===== src/rtl/lsu_data_mem_pkg.sv =====
// Shared definitions for the load/store data memory: RV32 funct3 codes,
// FSM state encoding and request-decoding helpers.
package lsu_pkg;

  localparam logic [2:0] F3_B  = 3'b000;
  localparam logic [2:0] F3_H  = 3'b001;
  localparam logic [2:0] F3_W  = 3'b010;
  localparam logic [2:0] F3_BU = 3'b100;
  localparam logic [2:0] F3_HU = 3'b101;

  localparam logic [1:0] IDLE = 2'd0;
  localparam logic [1:0] WAIT = 2'd1;
  localparam logic [1:0] RESP = 2'd2;

  typedef struct packed {
    logic illegal;
    logic misaligned;
    logic out_of_range;
  } chk_t;

  // Illegal codes report 4 so the range check stays conservative.
  function automatic logic [2:0] size_bytes(input logic [2:0] funct3);
    case (funct3)
      F3_B, F3_BU: return 3'd1;
      F3_H, F3_HU: return 3'd2;
      default:     return 3'd4;
    endcase
  endfunction

  function automatic logic is_legal(input logic we, input logic [2:0] funct3);
    if (we) return (funct3 == F3_B) || (funct3 == F3_H) || (funct3 == F3_W);
    return (funct3 == F3_B) || (funct3 == F3_H) || (funct3 == F3_W) ||
           (funct3 == F3_BU) || (funct3 == F3_HU);
  endfunction

endpackage


===== src/rtl/lsu_data_mem_if.sv =====
// Request/response bus between the datapath and the load/store data memory.
interface lsu_data_mem_if #(
  parameter int XLEN = 32
);
  // Handshake: a request transfers on a rising clk edge where req_valid and
  // req_ready are both high; the requester holds req_valid and its payload
  // stable until then. rsp_valid is a single-cycle pulse with no back-pressure;
  // rsp_rdata/rsp_err stay stable until the next response.
  logic            req_valid;
  logic            req_ready;
  logic            req_we;
  logic [2:0]      req_funct3;
  logic [XLEN-1:0] req_addr;
  logic [XLEN-1:0] req_wdata;
  logic            rsp_valid;
  logic [XLEN-1:0] rsp_rdata;
  logic            rsp_err;
  logic            busy;
  logic [1:0]      dbg_state;

  modport master (
    output req_valid, req_we, req_funct3, req_addr, req_wdata,
    input  req_ready, rsp_valid, rsp_rdata, rsp_err, busy, dbg_state
  );

  modport slave (
    input  req_valid, req_we, req_funct3, req_addr, req_wdata,
    output req_ready, rsp_valid, rsp_rdata, rsp_err, busy, dbg_state
  );

endinterface


===== src/rtl/lsu_data_mem_byte_lane.sv =====
// Byte-lane steering for one RV32 word: store byte enables and replicated
// write data, plus load extraction with sign/zero extension.
module lsu_byte_lane
  import lsu_pkg::*;
(
  input  logic [2:0]  funct3,
  input  logic [1:0]  addr_lo,
  input  logic [31:0] wdata,
  input  logic [31:0] raw_word,
  output logic [3:0]  byte_en,
  output logic [31:0] wdata_lane,
  output logic [31:0] rdata_ext
);

  logic [31:0] shifted;

  always_comb begin
    shifted    = raw_word >> {addr_lo, 3'b000};
    byte_en    = 4'b0000;
    wdata_lane = wdata;
    rdata_ext  = 32'h0;
    case (funct3)
      F3_B, F3_BU: begin
        // Replicating the low byte lets byte_en alone pick the target lane.
        byte_en    = 4'b0001 << addr_lo;
        wdata_lane = {4{wdata[7:0]}};
        rdata_ext  = (funct3 == F3_B) ? {{24{shifted[7]}}, shifted[7:0]}
                                      : {24'h0, shifted[7:0]};
      end
      F3_H, F3_HU: begin
        byte_en    = 4'b0011 << addr_lo;
        wdata_lane = {2{wdata[15:0]}};
        rdata_ext  = (funct3 == F3_H) ? {{16{shifted[15]}}, shifted[15:0]}
                                      : {16'h0, shifted[15:0]};
      end
      F3_W: begin
        byte_en    = 4'b1111;
        wdata_lane = wdata;
        rdata_ext  = raw_word;
      end
      default: ;
    endcase
  end

endmodule


===== src/rtl/lsu_data_mem.sv =====
// Byte-addressed data memory with an RV32 load/store front end, a
// valid/ready request port, programmable wait states and error reporting.
module lsu_data_mem
  import lsu_pkg::*;
#(
  parameter int XLEN        = 32,
  parameter int DEPTH_BYTES = 256,
  parameter int WAIT_CYCLES = 1
) (
  input logic          clk,
  input logic          rst,
  lsu_data_mem_if.slave bus
);

  localparam int AW = $clog2(DEPTH_BYTES);
  localparam int MW = AW + 3;

  function automatic logic [8*DEPTH_BYTES-1:0] mem_init();
    logic [8*DEPTH_BYTES-1:0] m;
    m = '0;
    for (int i = 0; i < DEPTH_BYTES; i++) m[8*i +: 8] = 8'(i);
    return m;
  endfunction

  // Byte i lives at bits [8i+7:8i]; the power-up image is mem[i] = i.
  logic [8*DEPTH_BYTES-1:0] mem_q = mem_init();
  logic [8*DEPTH_BYTES-1:0] mem_d;

  logic [1:0]      state_q, state_d;
  logic [3:0]      cnt_q, cnt_d;
  logic            we_q, we_d;
  logic [2:0]      f3_q, f3_d;
  logic [XLEN-1:0] addr_q, addr_d;
  logic [XLEN-1:0] wdata_q, wdata_d;
  logic [XLEN-1:0] rsp_rdata_q, rsp_rdata_d;
  logic            rsp_err_q, rsp_err_d;

  logic            cur_we;
  logic [2:0]      cur_f3;
  logic [XLEN-1:0] cur_addr;
  logic [XLEN-1:0] cur_wdata;
  logic [2:0]      cur_size;
  logic [XLEN:0]   end_addr;
  chk_t            chk;
  logic [AW-1:0]   word_base;
  logic [MW-1:0]   word_lsb;
  logic [31:0]     raw_word;
  logic [3:0]      byte_en;
  logic [31:0]     wdata_lane;
  logic [31:0]     rdata_ext;
  logic            accept;
  logic            commit;

  // In IDLE the live request is decoded so a zero-wait access can commit on
  // its accept edge; afterwards the latched copy is used.
  always_comb begin
    if (state_q == IDLE) begin
      cur_we    = bus.req_we;
      cur_f3    = bus.req_funct3;
      cur_addr  = bus.req_addr;
      cur_wdata = bus.req_wdata;
    end else begin
      cur_we    = we_q;
      cur_f3    = f3_q;
      cur_addr  = addr_q;
      cur_wdata = wdata_q;
    end
  end

  always_comb begin
    cur_size         = size_bytes(cur_f3);
    end_addr         = {1'b0, cur_addr} + (XLEN+1)'(cur_size) - (XLEN+1)'(1);
    chk.illegal      = !is_legal(cur_we, cur_f3);
    chk.misaligned   = ((cur_size == 3'd2) && cur_addr[0]) ||
                       ((cur_size == 3'd4) && (cur_addr[1:0] != 2'b00));
    chk.out_of_range = end_addr >= (XLEN+1)'(DEPTH_BYTES);
    word_base        = cur_addr[AW-1:0] & ~AW'(3);
    word_lsb         = {word_base, 3'b000};
    raw_word         = mem_q[word_lsb +: 32];
  end

  lsu_byte_lane u_lane (
    .funct3     (cur_f3),
    .addr_lo    (cur_addr[1:0]),
    .wdata      (cur_wdata),
    .raw_word   (raw_word),
    .byte_en    (byte_en),
    .wdata_lane (wdata_lane),
    .rdata_ext  (rdata_ext)
  );

  assign accept = bus.req_valid && (state_q == IDLE);

  always_comb begin
    state_d     = state_q;
    cnt_d       = cnt_q;
    we_d        = we_q;
    f3_d        = f3_q;
    addr_d      = addr_q;
    wdata_d     = wdata_q;
    rsp_rdata_d = rsp_rdata_q;
    rsp_err_d   = rsp_err_q;
    commit      = 1'b0;
    case (state_q)
      IDLE: begin
        if (accept) begin
          we_d    = bus.req_we;
          f3_d    = bus.req_funct3;
          addr_d  = bus.req_addr;
          wdata_d = bus.req_wdata;
          if (|chk) begin
            state_d     = RESP;
            rsp_err_d   = 1'b1;
            rsp_rdata_d = '0;
          end else if (WAIT_CYCLES == 0) begin
            state_d = RESP;
            commit  = 1'b1;
          end else begin
            state_d = WAIT;
            cnt_d   = 4'(WAIT_CYCLES - 1);
          end
        end
      end
      WAIT: begin
        if (cnt_q == 4'd0) begin
          state_d = RESP;
          commit  = 1'b1;
        end else begin
          cnt_d = cnt_q - 4'd1;
        end
      end
      RESP:    state_d = IDLE;
      default: state_d = IDLE;
    endcase
    if (commit) begin
      rsp_err_d   = 1'b0;
      rsp_rdata_d = cur_we ? '0 : XLEN'(rdata_ext);
    end
  end

  // rst overrides a commit landing on the same edge.
  always_comb begin
    mem_d = mem_q;
    if (commit && cur_we && !rst) begin
      for (int b = 0; b < 4; b++) begin
        if (byte_en[b]) mem_d[{word_base + AW'(b), 3'b000} +: 8] = wdata_lane[8*b +: 8];
      end
    end
  end

  always_ff @(posedge clk) begin
    mem_q <= mem_d;
  end

  always_ff @(posedge clk) begin
    if (rst) begin
      state_q     <= IDLE;
      cnt_q       <= 4'd0;
      we_q        <= 1'b0;
      f3_q        <= 3'd0;
      addr_q      <= '0;
      wdata_q     <= '0;
      rsp_rdata_q <= '0;
      rsp_err_q   <= 1'b0;
    end else begin
      state_q     <= state_d;
      cnt_q       <= cnt_d;
      we_q        <= we_d;
      f3_q        <= f3_d;
      addr_q      <= addr_d;
      wdata_q     <= wdata_d;
      rsp_rdata_q <= rsp_rdata_d;
      rsp_err_q   <= rsp_err_d;
    end
  end

  assign bus.req_ready = (state_q == IDLE);
  assign bus.rsp_valid = (state_q == RESP);
  assign bus.rsp_rdata = rsp_rdata_q;
  assign bus.rsp_err   = rsp_err_q;
  assign bus.busy      = (state_q != IDLE);
  assign bus.dbg_state = state_q;

endmodule


===== src/flat_wrapper.sv =====
// flat-port wrapper written by rule: the top's interface ports become plain ports
module lsu_data_mem_flat import lsu_pkg::*;
#(
  parameter int XLEN        = 32,
  parameter int DEPTH_BYTES = 256,
  parameter int WAIT_CYCLES = 1
)
  (clk, rst, bus_req_valid, bus_req_we, bus_req_funct3, bus_req_addr, bus_req_wdata, bus_req_ready, bus_rsp_valid, bus_rsp_rdata, bus_rsp_err, bus_busy, bus_dbg_state);
  lsu_data_mem_if #(.XLEN(XLEN)) bus_i ();
  input logic clk;
  input logic rst;
  input wire logic [$bits(bus_i.req_valid)-1:0] bus_req_valid;
  input wire logic [$bits(bus_i.req_we)-1:0] bus_req_we;
  input wire logic [$bits(bus_i.req_funct3)-1:0] bus_req_funct3;
  input wire logic [$bits(bus_i.req_addr)-1:0] bus_req_addr;
  input wire logic [$bits(bus_i.req_wdata)-1:0] bus_req_wdata;
  output wire logic [$bits(bus_i.req_ready)-1:0] bus_req_ready;
  output wire logic [$bits(bus_i.rsp_valid)-1:0] bus_rsp_valid;
  output wire logic [$bits(bus_i.rsp_rdata)-1:0] bus_rsp_rdata;
  output wire logic [$bits(bus_i.rsp_err)-1:0] bus_rsp_err;
  output wire logic [$bits(bus_i.busy)-1:0] bus_busy;
  output wire logic [$bits(bus_i.dbg_state)-1:0] bus_dbg_state;
  assign bus_i.req_valid = bus_req_valid;
  assign bus_i.req_we = bus_req_we;
  assign bus_i.req_funct3 = bus_req_funct3;
  assign bus_i.req_addr = bus_req_addr;
  assign bus_i.req_wdata = bus_req_wdata;
  assign bus_req_ready = bus_i.req_ready;
  assign bus_rsp_valid = bus_i.rsp_valid;
  assign bus_rsp_rdata = bus_i.rsp_rdata;
  assign bus_rsp_err = bus_i.rsp_err;
  assign bus_busy = bus_i.busy;
  assign bus_dbg_state = bus_i.dbg_state;
  lsu_data_mem #(.XLEN(XLEN), .DEPTH_BYTES(DEPTH_BYTES), .WAIT_CYCLES(WAIT_CYCLES)) u_core (.clk(clk), .rst(rst), .bus(bus_i));
endmodule

===== config.mk =====
export PLATFORM = sky130hd
export DESIGN_NAME = lsu_data_mem_flat
export DESIGN_NICKNAME = d
export VERILOG_FILES = /design/src/rtl/lsu_data_mem_pkg.sv /design/src/rtl/lsu_data_mem_if.sv /design/src/rtl/lsu_data_mem_byte_lane.sv /design/src/rtl/lsu_data_mem.sv /design/src/flat_wrapper.sv
export SDC_FILE = /design/constraint.sdc
export NUM_CORES = 2
export LEC_CHECK = 0
export BUFFER_PORTS_ARGS = -buffer_cell sky130_fd_sc_hd__buf_4
export CELL_PAD_IN_SITES_DETAIL_PLACEMENT = 1
export CELL_PAD_IN_SITES_GLOBAL_PLACEMENT = 2
export CORE_ASPECT_RATIO = 0.6
export CORE_MARGIN = 2
export CORE_UTILIZATION = 31
export DETAILED_ROUTE_END_ITERATION = 12
export HOLD_SLACK_MARGIN = 0.03
export PLACE_DENSITY = 0.73
export SLEW_MARGIN = 20
export SYNTH_ARGS = -nofsm -noshare
export SYNTH_HDL_FRONTEND = slang
export SYNTH_SLANG_ARGS = --single-unit

===== constraint.sdc =====
create_clock -name clk -period 7 [get_ports clk]
set_clock_uncertainty 0.15 [all_clocks]
set_input_delay 1.4 -clock clk [delete_from_list [all_inputs] [get_ports clk]]
set_output_delay 1.4 -clock clk [all_outputs]
set_load 0.005 [all_outputs]

==> metrics.yaml <==
run_status:
  status: "finished, final reports clean"
synthesis:
  ys_types: 98
  netlist_area_um2: 101000
  synth-seq-area-share_pct: 63.1
  yosysTopAreaCellShare_pct: 61.0
  synth_commonest_cells: "nor2_1, nand2_1, edfxtp_1"
  synth_area_leaders: "edfxtp_1, nor2_1, nand2_1, nand3_1, dfxtp_1"
  postSynthCellCount: 9897
  synth_edf_count: 2048
  yosysWarningCount: 0
  synth_largest_area_cell: "edfxtp_1"
  ys.flop_type: "edfxtp_1"
  syn_avg_cell_area_um2: 10.2
  post-synth-top-count-cell: "nor2_1"
  synth-seq-cells: 2155
  synth.net_count: 10000
  async_flop_share_pct: 0
route:
  post-route-drc-count: 0
  dr.pass1.iters: 8
  vias_per_cell: 5.85
  wl_um: 451000
  via_count: 83600
  detail-route-antenna-nets: 0
  post_drt_wl_per_cell_um: 31.5
  drt_iter0_drc: 13400
setup_path:
  critPathMaxFanout: 86
  reg2reg_from: "u_core.bus.dbg_state[1]"
  r2r_cells: 18
  rrSetupSlack_ns: 0.85
  path_common_cell: "xnor2_1"
  crit_path_start_kind: "register"
  critical_path.cell_chain: "or2_2 -> inv_6 -> buf_12 -> mux2_8 -> inv_8 -> xnor2_1 -> ha_1 -> a211o_1 -> a311oi_2 -> nand2b_2 -> a31oi_1 -> a21oi_1 -> xnor2_1 -> or4_1 -> nor3_4 -> o21ai_4 -> buf_4 -> o211ai_2"
  rr_endpoint: "u_core.bus.rsp_rdata[15]"
  critPathCapture: "u_core.bus.rsp_rdata[15]"
  critPathLaunch: "u_core.bus.dbg_state[1]"
  crit_arrival_ns: 6.81
  crit_slowest_cell: "or4_1"
  critPathRequiredTime_ns: 7.66
  max_stage_delay_ns: 0.70
  end_kind: "register"
  worstSetupPathType: "reg2reg"
die:
  core_area_um2: 324000
  ioPinCount: 109
  fp.dieW_um: 740
  fp-row-count: 162
  dieHeight_um: 446
  floorplan.initialDensity_pct: 31.1
  die_area_um2: 330000
sta:
  timing.fmax_mhz: 163
  relSlewSlack_pct: 15.7
  fin_setup_tns_ns: 0
  worst_pin_slew_ns: 1.26
  fin_ws_ns: 0.849
  finalSetupViolCount: 0
  rsz0062_at_grt: "false"
  finalMaxSlewViolations: 0
  post-route-period-util_pct: 87.9
  period_minus_slack_ns: 6.15
  hold_viol_final: 0
power:
  ir_worst_vdd_mv: 0.192
  p_leak_nw: 36.8
  power_density_nw_per_um2: 263
  p_total_mw: 30.0
global_route:
  grt.total_usage_pct: 26.5
  antenna_found_initial: 30
  grt_pass1_wl_um: 626000
  overflow: 0
  grt_max_degree: 149
  grt_pass1_vias: 79200
hold_path:
  hold_path_startpoint: "u_core.addr_q[20]"
  hp-class: "reg2reg"
clocking:
  clockRootBuffer: "clkbuf_16"
  clk_pin_slew_ns: 0.07
  cts_tree: "done"
  post_cts_buffers: 0
  cts_hold_buf: 0
  cts_resized: 0
  cts_sinks: 2155
  insertion_delay_ns: 0.91
  clockBufferDepth: 4
  cts_buffers: 212
  htree_levels: 4
layout:
  area_growth_syn_to_layout_pct: 13.2
  fillers: 36100
  nets: 9905
  drive_gt1_share_pct: 9.76
placed_design:
  place.gp.congestion: 0.956
  place_ws_ns: 0.766
  portBuffers: 108
  hpwlAfterDp_um: 311000
flow_run:
  cap_violations: 0
[per-layer routing]
layer,global-route usage [%],wire [µm]
met2,35.0,174000
met3,8.46,59000
met1,41.2,207000
met5,0,92
met4,5.90,11000
[worst min-delay path by stage]
stage | end | slack [ns] | cells after the start
global placement | u_core.addr_q[21] | 0.29 | 2
floorplan | u_core.addr_q[0] | 0.29 | 2
detailed placement | u_core.addr_q[28] | 0.30 | 2
global route | u_core.wdata_q[8] | 0.32 | 2
finish | u_core.addr_q[20] | 0.31 | 2
CTS | u_core.addr_q[28] | 0.31 | 2
[layout by cell type, fill, tap and decap left out, drive strengths merged, types with 20 or more instances in the layout]
master and count:
a211oi 170, a21o 29, a21oi 169, a221oi 20
a22oi 32, a311oi 138, a31oi 156, and3 216
buf 518, clkbuf 262, clkinv 82, dfxtp 107
edfxtp 2048, ha 43, inv 82, mux2i 96
mux4 26, nand2 2068, nand2b 26, nand3 700
nand4 36, nor2 2292, nor3 116, o2111ai 94
o211ai 62, o21ai 59, or3 33
[through the flow]
| step | cell area, µm² | utilization, % | hold slack, ns | cells |
|---|---|---|---|---|
| 3_3_place_gp | 108000 | 33.2 | 0.292 | 13900 |
| 4_1_cts | 114000 | 35.2 | 0.307 | 14300 |
| 3_5_place_dp | 108000 | 33.2 | 0.297 | 13900 |
| 2_1_floorplan | 101000 | - | 0.286 | 9897 |
| 5_1_grt | 114000 | 35.2 | 0.324 | 14300 |
| 6_report | 114000 | 35.2 | 0.309 | 14300 |
[layout make-up]
| cell class | instances | area [µm²] | share of cell area (%) |
|---|---|---|---|
| repair buffers | 518 | 4270 | 3.74 |
| multi-input cells | 6821 | 33900 | 29.7 |
| flip-flops and latches | 2155 | 63600 | 55.8 |
| inverters | 82 | 338 | 0.296 |
| diodes | 12 | 30.0 | 0.0263 |
| well taps | 4346 | 5440 | 4.76 |
| clock inverters | 106 | 898 | 0.787 |
| clock buffers | 262 | 5600 | 4.91 |
[where the power goes]
part	internal, mW	leakage [nW]	switching (mW)
combinational	0.966	17.9	3.50
sequential	13.9	15.7	0.0191
clock	6.22	3.16	5.38
total	21.1	36.8	8.90
[critical path, delay by kind of cell, from the launching register on]
| family | cells | cell delay [ns] |
|---|---|---|
| AOI/OAI and AO/OA | 6 | 1.58 |
| xor gates and xnor gates | 2 | 0.33 |
| adders and majority gates | 1 | 0.28 |
| buffers and inverters | 4 | 1.13 |
| DFF | 1 | 0.32 |
| muxes | 1 | 0.57 |
| and+or+nand+nor | 4 | 1.66 |
[cell families (layout without fill, tap and decap cells)]
logic type / after synthesis / after routing / share of synthesized area (%)
other cells: 0 / 12 / 0
compound gates: 1059 / 1059 / 7.87
mux: 134 / 134 / 1.68
flops: 2155 / 2155 / 63.1
buf+inv: 921 / 968 / 3.76
fa+ha+maj: 44 / 44 / 0.554
simple gates: 5570 / 5570 / 22.9
xor+xnor: 14 / 14 / 0.122
[state kept, by name, indices dropped and copies added (netlist names)]
| register | flops |
|---|---|
| u_core.mem_q | 2048 |
| u_core.addr_q | 32 |
| u_core.bus.rsp_rdata | 32 |
| u_core.wdata_q | 32 |
| u_core.cnt_q | 4 |
| u_core.f3_q | 3 |
| u_core.bus.dbg_state | 2 |
| u_core.bus.rsp_err | 1 |
| u_core.we_q | 1 |
Power figures use the tool's default switching activity.
